## config.mk

```make
export PLATFORM = sky130hd
export DESIGN_NAME = data_mem_bridge
export DESIGN_NICKNAME = d
export VERILOG_FILES = /design/src/rtl/data_mem_bridge_pkg.sv /design/src/rtl/mem_lane_align.sv /design/src/rtl/data_mem_bridge.sv
export SDC_FILE = /design/constraint.sdc
export NUM_CORES = 1
export LEC_CHECK = 0
export BUFFER_PORTS_ARGS = -buffer_cell sky130_fd_sc_hd__buf_4
export CORE_ASPECT_RATIO = 1.1
export CORE_UTILIZATION = 49
export CTS_CLUSTER_SIZE = 25
export DETAILED_ROUTE_END_ITERATION = 6
export PLACE_DENSITY = 0.82
export SKIP_CTS_REPAIR_TIMING = 1
export SLEW_MARGIN = 20
export SYNTH_ARGS = -nofsm -noshare
export SYNTH_HDL_FRONTEND = slang
export SYNTH_HIERARCHICAL = 1
export SYNTH_SLANG_ARGS = --single-unit
export TNS_END_PERCENT = 1
```

## constraint.sdc

```tcl
create_clock -name clk -period 6.4 [get_ports clk]
set_input_delay 1.28 -clock clk [delete_from_list [all_inputs] [get_ports clk]]
set_output_delay 1.28 -clock clk [all_outputs]
set_load 0.02 [all_outputs]
```

## src/rtl/data_mem_bridge_pkg.sv

```systemverilog
// Shared definitions for the core-to-memory bridge: FSM encoding, the IO region
// nibble, the data returned on peripheral timeout, and a lane-mask helper.
package data_mem_bridge_pkg;

    typedef enum logic [1:0] {
        IDLE    = 2'd0,
        RAM_RD  = 2'd1,
        IO_WAIT = 2'd2,
        IO_RESP = 2'd3
    } state_t;

    localparam logic [3:0]  IO_REGION    = 4'h8;
    localparam logic [31:0] TIMEOUT_DATA = 32'hDEADBEEF;

    // Expands a 4-bit byte-lane mask into a 32-bit bit mask.
    function automatic logic [31:0] lane_mask(input logic [3:0] lanes);
        return {{8{lanes[3]}}, {8{lanes[2]}}, {8{lanes[1]}}, {8{lanes[0]}}};
    endfunction

endpackage

```

## src/rtl/mem_lane_align.sv

```systemverilog
// Byte-lane shifter and misalignment detector. READ=0 shifts store data/mask up
// to the addressed lanes; READ=1 shifts load data down to bit 0.
module mem_lane_align
    import data_mem_bridge_pkg::*;
#(
    parameter bit READ = 1'b0
) (
    input  logic [1:0]  offset,
    input  logic [3:0]  size,
    input  logic [3:0]  lanes_in,
    input  logic [31:0] data_in,
    output logic [31:0] data_out,
    output logic [3:0]  lanes_out,
    output logic        misaligned
);

    assign misaligned = ((size == 4'b0011) && offset[0]) ||
                        ((size == 4'b1111) && (offset != 2'b00));

    generate
        if (READ) begin : g_rd
            assign data_out  = data_in >> {offset, 3'b000};
            assign lanes_out = lanes_in;
        end else begin : g_wr
            assign data_out  = data_in << {offset, 3'b000};
            assign lanes_out = lanes_in << offset;
        end
    endgenerate

endmodule

```

## src/rtl/data_mem_bridge.sv

```systemverilog
// Bridges core load/store requests to a 1-cycle-latency block RAM or to a
// handshaked peripheral bus (region 0x8xxxxxxx) with timeout and sticky error.
module data_mem_bridge
    import data_mem_bridge_pkg::*;
#(
    parameter int RAM_AW     = 14,
    parameter int IO_TIMEOUT = 255
) (
    input  logic              clk,
    input  logic              rst,
    input  logic [31:0]       mem_addr,
    input  logic [3:0]        mem_oe,
    input  logic [31:0]       mem_wdata,
    input  logic [3:0]        mem_we,
    output logic [31:0]       mem_rdata,
    output logic              mem_valid,
    output logic              mem_ready,
    output logic [RAM_AW-1:0] ram_addr,
    output logic              ram_en,
    output logic [3:0]        ram_we,
    output logic [31:0]       ram_wdata,
    input  logic [31:0]       ram_rdata,
    output logic              io_req,
    output logic [3:0]        io_we,
    output logic [31:0]       io_addr,
    output logic [31:0]       io_wdata,
    input  logic              io_ack,
    input  logic [31:0]       io_rdata,
    output logic              err
);

    localparam int CW = $clog2(IO_TIMEOUT + 1);

    state_t        state;
    logic [CW-1:0] count;
    logic [1:0]    lat_offset;
    logic [3:0]    lat_oe;
    logic          lat_load;
    logic          valid_reg;
    logic [31:0]   rdata_reg;

    logic [31:0] wr_data, rd_raw, rd_data, rd_aligned;
    logic [3:0]  wr_lanes, rd_lanes;
    logic        wr_mis, rd_mis;
    logic        accept, is_store, is_io, ram_go;

    mem_lane_align #(.READ(1'b0)) u_wr_align (
        .offset    (mem_addr[1:0]),
        .size      (mem_oe),
        .lanes_in  (mem_we),
        .data_in   (mem_wdata),
        .data_out  (wr_data),
        .lanes_out (wr_lanes),
        .misaligned(wr_mis)
    );

    // Read path reuses the aligner with the offset/size latched at accept.
    assign rd_raw = (state == RAM_RD) ? ram_rdata : io_rdata;

    mem_lane_align #(.READ(1'b1)) u_rd_align (
        .offset    (lat_offset),
        .size      (lat_oe),
        .lanes_in  (lat_oe),
        .data_in   (rd_raw),
        .data_out  (rd_data),
        .lanes_out (rd_lanes),
        .misaligned(rd_mis)
    );

    assign rd_aligned = rd_mis ? 32'h0 : (rd_data & lane_mask(rd_lanes));

    assign accept   = (state == IDLE) && (mem_oe != 4'b0000);
    assign is_store = (mem_we != 4'b0000);
    assign is_io    = (mem_addr[31:28] == IO_REGION);
    assign ram_go   = accept && !wr_mis && !is_io && !rst;

    assign ram_en    = ram_go;
    assign ram_we    = (ram_go && is_store) ? wr_lanes : 4'b0000;
    assign ram_addr  = mem_addr[RAM_AW+1:2];
    assign ram_wdata = wr_data;

    assign mem_ready = (state == IDLE);
    assign mem_valid = (state == RAM_RD) || valid_reg;
    assign mem_rdata = (state == RAM_RD) ? rd_aligned : rdata_reg;

    always_ff @(posedge clk or posedge rst) begin
        if (rst) begin
            state      <= IDLE;
            count      <= '0;
            lat_offset <= 2'b00;
            lat_oe     <= 4'b0000;
            lat_load   <= 1'b0;
            valid_reg  <= 1'b0;
            rdata_reg  <= 32'h0;
            io_req     <= 1'b0;
            io_we      <= 4'b0000;
            io_addr    <= 32'h0;
            io_wdata   <= 32'h0;
            err        <= 1'b0;
        end else begin
            valid_reg <= 1'b0;
            case (state)
                IDLE: begin
                    if (accept) begin
                        lat_offset <= mem_addr[1:0];
                        lat_oe     <= mem_oe;
                        lat_load   <= !is_store;
                        if (wr_mis) begin
                            err <= 1'b1;
                            if (!is_store) begin
                                valid_reg <= 1'b1;
                                rdata_reg <= 32'h0;
                            end
                        end else if (is_io) begin
                            io_req   <= 1'b1;
                            io_addr  <= mem_addr;
                            io_we    <= is_store ? wr_lanes : 4'b0000;
                            io_wdata <= wr_data;
                            count    <= '0;
                            state    <= IO_WAIT;
                        end else if (!is_store) begin
                            state <= RAM_RD;
                        end
                    end
                end
                RAM_RD: state <= IDLE;
                IO_WAIT: begin
                    // An ack on the final count still wins over the timeout.
                    if (io_ack) begin
                        io_req <= 1'b0;
                        if (lat_load) begin
                            valid_reg <= 1'b1;
                            rdata_reg <= rd_aligned;
                            state     <= IO_RESP;
                        end else begin
                            state <= IDLE;
                        end
                    end else if (count == CW'(IO_TIMEOUT)) begin
                        io_req <= 1'b0;
                        err    <= 1'b1;
                        if (lat_load) begin
                            valid_reg <= 1'b1;
                            rdata_reg <= TIMEOUT_DATA;
                            state     <= IO_RESP;
                        end else begin
                            state <= IDLE;
                        end
                    end else begin
                        count <= count + 1'b1;
                    end
                end
                IO_RESP: state <= IDLE;
                default: state <= IDLE;
            endcase
        end
    end

endmodule

```

# == Word level (Yosys, flattened, before mapping) ==
# Index checks and enable logic that the tools add are counted.
# classes
n_eq_ne,20
n_addsub,1
mux,45
shifts,3
n_reduce_logical,30
bitwise,2
# op_table
operator,count
two-way mux 32 bit,10
case mux 32 bit (2 select lines),1
two-way mux 8 bit,5
bitwise AND 32 bit,1
left shift 32 x 5 -> 32 bit,1
>> shifter 32 x 5 -> 32 bit,1
case mux 8 bit (2 select lines),1
two-way mux 1 bit,15
two-way mux 2 bit,7
== test 4 bit (second input constant),3
!= test 2 bit (second input constant),6
AND reduction 6 bit,2
AND reduction 5 bit,2
logical AND 1 bit,9
adder 8 x 1 -> 8 bit (second input constant),1
== test 4 x 2 -> 1 bit (second input constant),2
== test 8 bit (second input constant),1
two-way mux 4 bit,2
AND reduction 4 bit,2
nonzero test 4 bit,2
!= test 2 x 1 -> 1 bit (second input constant),3
case mux 1 bit (2 select lines),3
case mux 2 bit (3 select lines),1
nonzero test 2 bit,3
other kinds (11),17
# totals
wordCells,113
inputBits,139
register_bits,120

# == Depth between registers and ports, before layout ==
# depth
depth_word,9
depth_mapped,11
depth_no_buf,7

# == Modules after synthesis ==
# Netlist, hierarchy kept.
# modules_own_cells
mod,seq_area_each_um2,n_inst,cells_per_inst,area_per_inst_um2
data_mem_bridge,3002.9,1,478,5716.7
mem_lane_align (u_wr_align),0.0,1,77,641.9
mem_lane_align (u_rd_align),0.0,1,74,616.8

# == Least setup slack after synthesis ==
# Ideal clock, no wire load.
# synth_timing
path_type,input-to-output
start,input port rst
end,output port ram_we[0]
setup_slack_ps,189
n_path_buf,0
t_required_ps,5120
stages,4
arrival_time_ps,4931
path_cell_list,inv_1 > nand2_1 > nor3_1 > and3_1
# synth_via
elab_chain_len,4
# synth_rtl
item,line_no,rtl
from (decl),data_mem_bridge.sv:10,"input logic rst,"
zero test 1 bit (no line),n/a,
logical AND 1 bit,data_mem_bridge.sv:75,assign ram_go = accept && !wr_mis && !is_io && !rst;
named net ram_en,data_mem_bridge.sv:19,"output logic ram_en,"
logical AND 1 bit,data_mem_bridge.sv:78,assign ram_we = (ram_go && is_store) ? wr_lanes : 4'b0000;
two-way mux 4 bit,data_mem_bridge.sv:78,
to (decl),data_mem_bridge.sv:20,"output logic [3:0] ram_we,"
# The timed path passes the listed nets, and every way through them passes these cells.

# == Worst setup path in the final report ==
# layout_timing
start,input port mem_addr[0]
end,output port ram_we[2]
# layout_via
word_cells_on_any_way,11
# layout_rtl
item,line_no,rtl
from (decl),data_mem_bridge.sv:11,"input logic [31:0] mem_addr,"
left shift 4 x 2 -> 4 bit,mem_lane_align.sv:26,assign lanes_out = lanes_in << offset;
named net wr_lanes[2],data_mem_bridge.sv:43,"logic [3:0] wr_lanes, rd_lanes;"
two-way mux 4 bit,data_mem_bridge.sv:78,
# The timed path passes the listed nets, and every way through them passes these cells.

==> flow_summary_export.csv <==
group,metric,value,unit
worst_setup_path,worstPathArrival,3070,ps
logic_synthesis,synth_top_area_cell,"dfrtp_1",
sta,fin_setup_tns,0,ps
pwr,clkPwrFrac,0.231,
logic_synthesis,synth_edf_count,0,
pwr,powerDensity,423,mW/mm^2
logic_synthesis,synth.area.mux_share,0.259,
die,io_pins,294,
cells_and_area,num_antenna_cells,0,
sta,drv_slew,0,
logic_synthesis,syn_nets,769,
clocking,clock_latency,410,ps
hold_path,min_path_cells,1,
global_routing,antenna_found_initial,0,
pwr,vdd_drop_max,0.000249,V
logic_synthesis,synth.avg_cell_area,11.1,sq um
hold_path,hold_path.class,"reg2reg",
die,die_x,116,um
logic_synthesis,synth-seq-area-share,0.430,
logic_synthesis,ys_ff_latch,120,
placed_design,dp_hpwl,16200,um
drt,drtPass1Iterations,4,
clocking,cts_tree,"yes",
pwr,p_seq_frac,0.294,
drt,routedWlPerCell,19.6,um
drt,drcViolationCount,0,
worst_setup_path,rr_startpoint,"state[1]$_DFFE_PP0P_",
worst_setup_path,worstPathRequired,5120,ps
run,cap_violations,0,
clocking,htree_levels,4,
logic_synthesis,synth_fa_ha_area_frac,0.00179,
global_routing,grt_max_degree,77,
sta,period_share,0.680,
logic_synthesis,yosys-top-cells-area,"dfrtp_1 (43%), mux2_2 (16%), mux2i_1 (9.9%)",
clocking,path_clk_slew,50,ps
pwr,p_total,4.07,mW
drt,ant_nets,0,
pwr,switching_share,0.381,
die,die_h,127,um
drt,drt_wl_total,21200,um
logic_synthesis,synth_compound_area_frac,0.130,
sta,fin_crit,4350,ps
global_routing,grt_pass1_vias,6209,
pwr,comb_power_share,0.475,
worst_setup_path,end_kind,"output port",
sta,fmax,0.230,GHz
pwr,p_int,2.52,mW
clocking,cts-buffers-inserted,17,
die,initial_core_util,0.504,
global_routing,grt_use_total,0.294,
drt,num_vias,6009,
logic_synthesis,yosysWarnings,6,
drt,routed_via_density,5.54,
global_routing,grt_overflow,0,
die,die_area,0.0147,sq mm
sta,finalHoldViolCount,0,
worst_setup_path,crit_path_start_kind,"primary input",
sta,slew_headroom,0.294,
clocking,clockBufferDepth,2,
sta,setup_viol,0,
cells_and_area,area_growth,38.0,%
worst_setup_path,worst_r2r_endpoint,"rdata_reg[2]$_DFFE_PP0P_",
die,rows,45,
worst_setup_path,rrSetupSlack,3930,ps
drt,dr.first_iter.drc_count,407,
hold_path,holdCritStartpoint,"io_addr[31]$_DFFE_PP0P_",
hold_path,hold_path_end,"io_addr[31]$_DFFE_PP0P_",
clocking,root_buffer,"clkbuf_16",
placed_design,place_congestion,0.870,
worst_setup_path,rr_worst_depth,6,
clocking,cts.sinks,120,
global_routing,grt_pass1_wl,32600,um
worst_setup_path,criticalPathCategory,"in2out",
die,core-area,0.0139,sq mm
cells_and_area,drive_gt1_frac,0.486,
logic_synthesis,synthArstFlopShare,1.00,
logic_synthesis,synth_top_family_by_area,"multiplexers",
logic_synthesis,netlist_area,0.00698,sq mm
outcome,status,"finished clean",
pwr,net-switching-power,1.55,mW
worst_setup_path,startpoint,"mem_addr[0]",
sta,rsz0062_at_grt,"false",
logic_synthesis,synth_cells,629,
logic_synthesis,ys_types,56,
logic_synthesis,synth_xor_area_frac,0.00377,
placed_design,portBuffers,293,
logic_synthesis,synth_top_area_share,0.430,
cells_and_area,nets,1025,
sta,skew,12.2,ps
worst_setup_path,worst-path-max-fanout,32,
logic_synthesis,synthSimpleGateAreaFrac,0.112,
pwr,leakage,4.73,nW
logic_synthesis,synthFlopType,"dfrtp_1",
sta,worstMarginPinSlew,1060,ps
-- layer usage --
layer  vias up  global-route usage  wire length, um  part of all wire
li1       2799                   -                -                 -
met1      2901               0.312             7690              0.36
met2       270               0.517            10800              0.51
met3        39               0.114             2070             0.097
met4         0               0.123              658             0.031
met5         -                   0                0                 0
-- power by group through the flow --
stage	logic, mW	registers [mW]	clock network (mW)
2_1_floorplan	1.05	1.36	0
3_3_place_gp	1.92	1.19	0
6_report	1.93	1.20	0.939
3_5_place_dp	1.94	1.20	0
4_1_cts	1.94	1.19	0.951
5_1_grt	2.05	1.23	0.988
-- synth_stat cells (2+ instances only) --
| cell type | count |
|---|---|
| dfrtp_1 | 120 |
| mux2_2 | 99 |
| mux2i_1 | 69 |
| nand2_1 | 52 |
| nor2_1 | 34 |
| buf_4 | 27 |
| a22o_1 | 25 |
| a2bb2oi_1 | 24 |
| and2_1 | 17 |
| o2bb2ai_1 | 17 |
| o21ai_0 | 16 |
| clkbuf_1 | 12 |
| nor2b_1 | 10 |
| buf_2 | 9 |
| nand2b_1 | 9 |
| nand3_1 | 9 |
| a32o_1 | 8 |
| a21oi_1 | 7 |
| and3_1 | 7 |
| inv_1 | 6 |
| buf_1 | 5 |
| buf_6 | 4 |
| a31oi_1 | 3 |
| a21o_1 | 2 |
| and4_1 | 2 |
| nor3_1 | 2 |
| nor3b_1 | 2 |
| o22ai_1 | 2 |
| or2_2 | 2 |
| xor2_1 | 2 |
-- layout by cell type (no fill, tap or decap), types with 2 or more instances in the layout --
master	n
a21oi_1	7
nor2_1	34
mux2i_1	69
buf_4	298
nor3_1	2
and4_1	2
or2_2	2
inv_1	5
nand2_1	52
o21ai_0	16
o22ai_1	2
nor3b_1	2
clkinv_2	4
bufinv_16	2
a21o_1	2
a31oi_1	3
a22o_1	25
clkinvlp_4	2
mux2_2	99
xor2_1	2
nand3_1	9
and3_1	7
clkbuf_16	17
and2_1	17
a2bb2oi_1	24
dfrtp_1	120
o2bb2ai_1	17
clkbuf_8	4
nand2b_1	8
nor2b_1	10
clkbuf_1	2
a32o_1	8
-- worst max-delay path by stage --
stage                               to  slack, ps  cells past startpoint
after global placement       ram_we[2]       2090                      5
after floorplan              ram_we[0]        190                      4
after CTS                 mem_rdata[2]       2100                      6
after global routing         ram_we[2]       1910                      6
after detailed placement     ram_we[2]       2070                      5
final                        ram_we[2]       2050                      5
-- through the flow --
| stage | utilization | std cells | setup WS [ps] | hold slack (ps) | instance area (sq um) |
|---|---|---|---|---|---|
| finish | 0.695 | 1085 | 2050 | 478 | 9620 |
| global route | 0.695 | 1085 | 1910 | 497 | 9620 |
| CTS | 0.695 | 1085 | 2100 | 479 | 9620 |
| detailed placement | 0.653 | 1054 | 2070 | 458 | 9040 |
| global placement | 0.653 | 1054 | 2090 | 456 | 9040 |
| floorplan | - | 629 | 189 | 466 | 6980 |
-- worst max-delay path, stage by stage --
cell       delay (ps)
buf_4             380
nor2b_1           780
o2bb2ai_1         260
and3_1            210
buf_4             140
-- cell families after synthesis --
group | count (synthesis)
mux | 168
xor+xnor | 3
buf+inv | 68
flops | 120
fa+ha+maj | 1
compound gates | 114
simple gates | 155
-- area by class of cell --
class | count | area (sq um)
fill | 1090 | 4230
multi-input combinational | 441 | 3540
sequential | 120 | 3000
timing repair buffer | 298 | 2240
clock buffer | 23 | 488
tap | 188 | 235
clock inverter | 8 | 95.1
inverter | 7 | 28.8
Power figures use the tool's default switching activity.
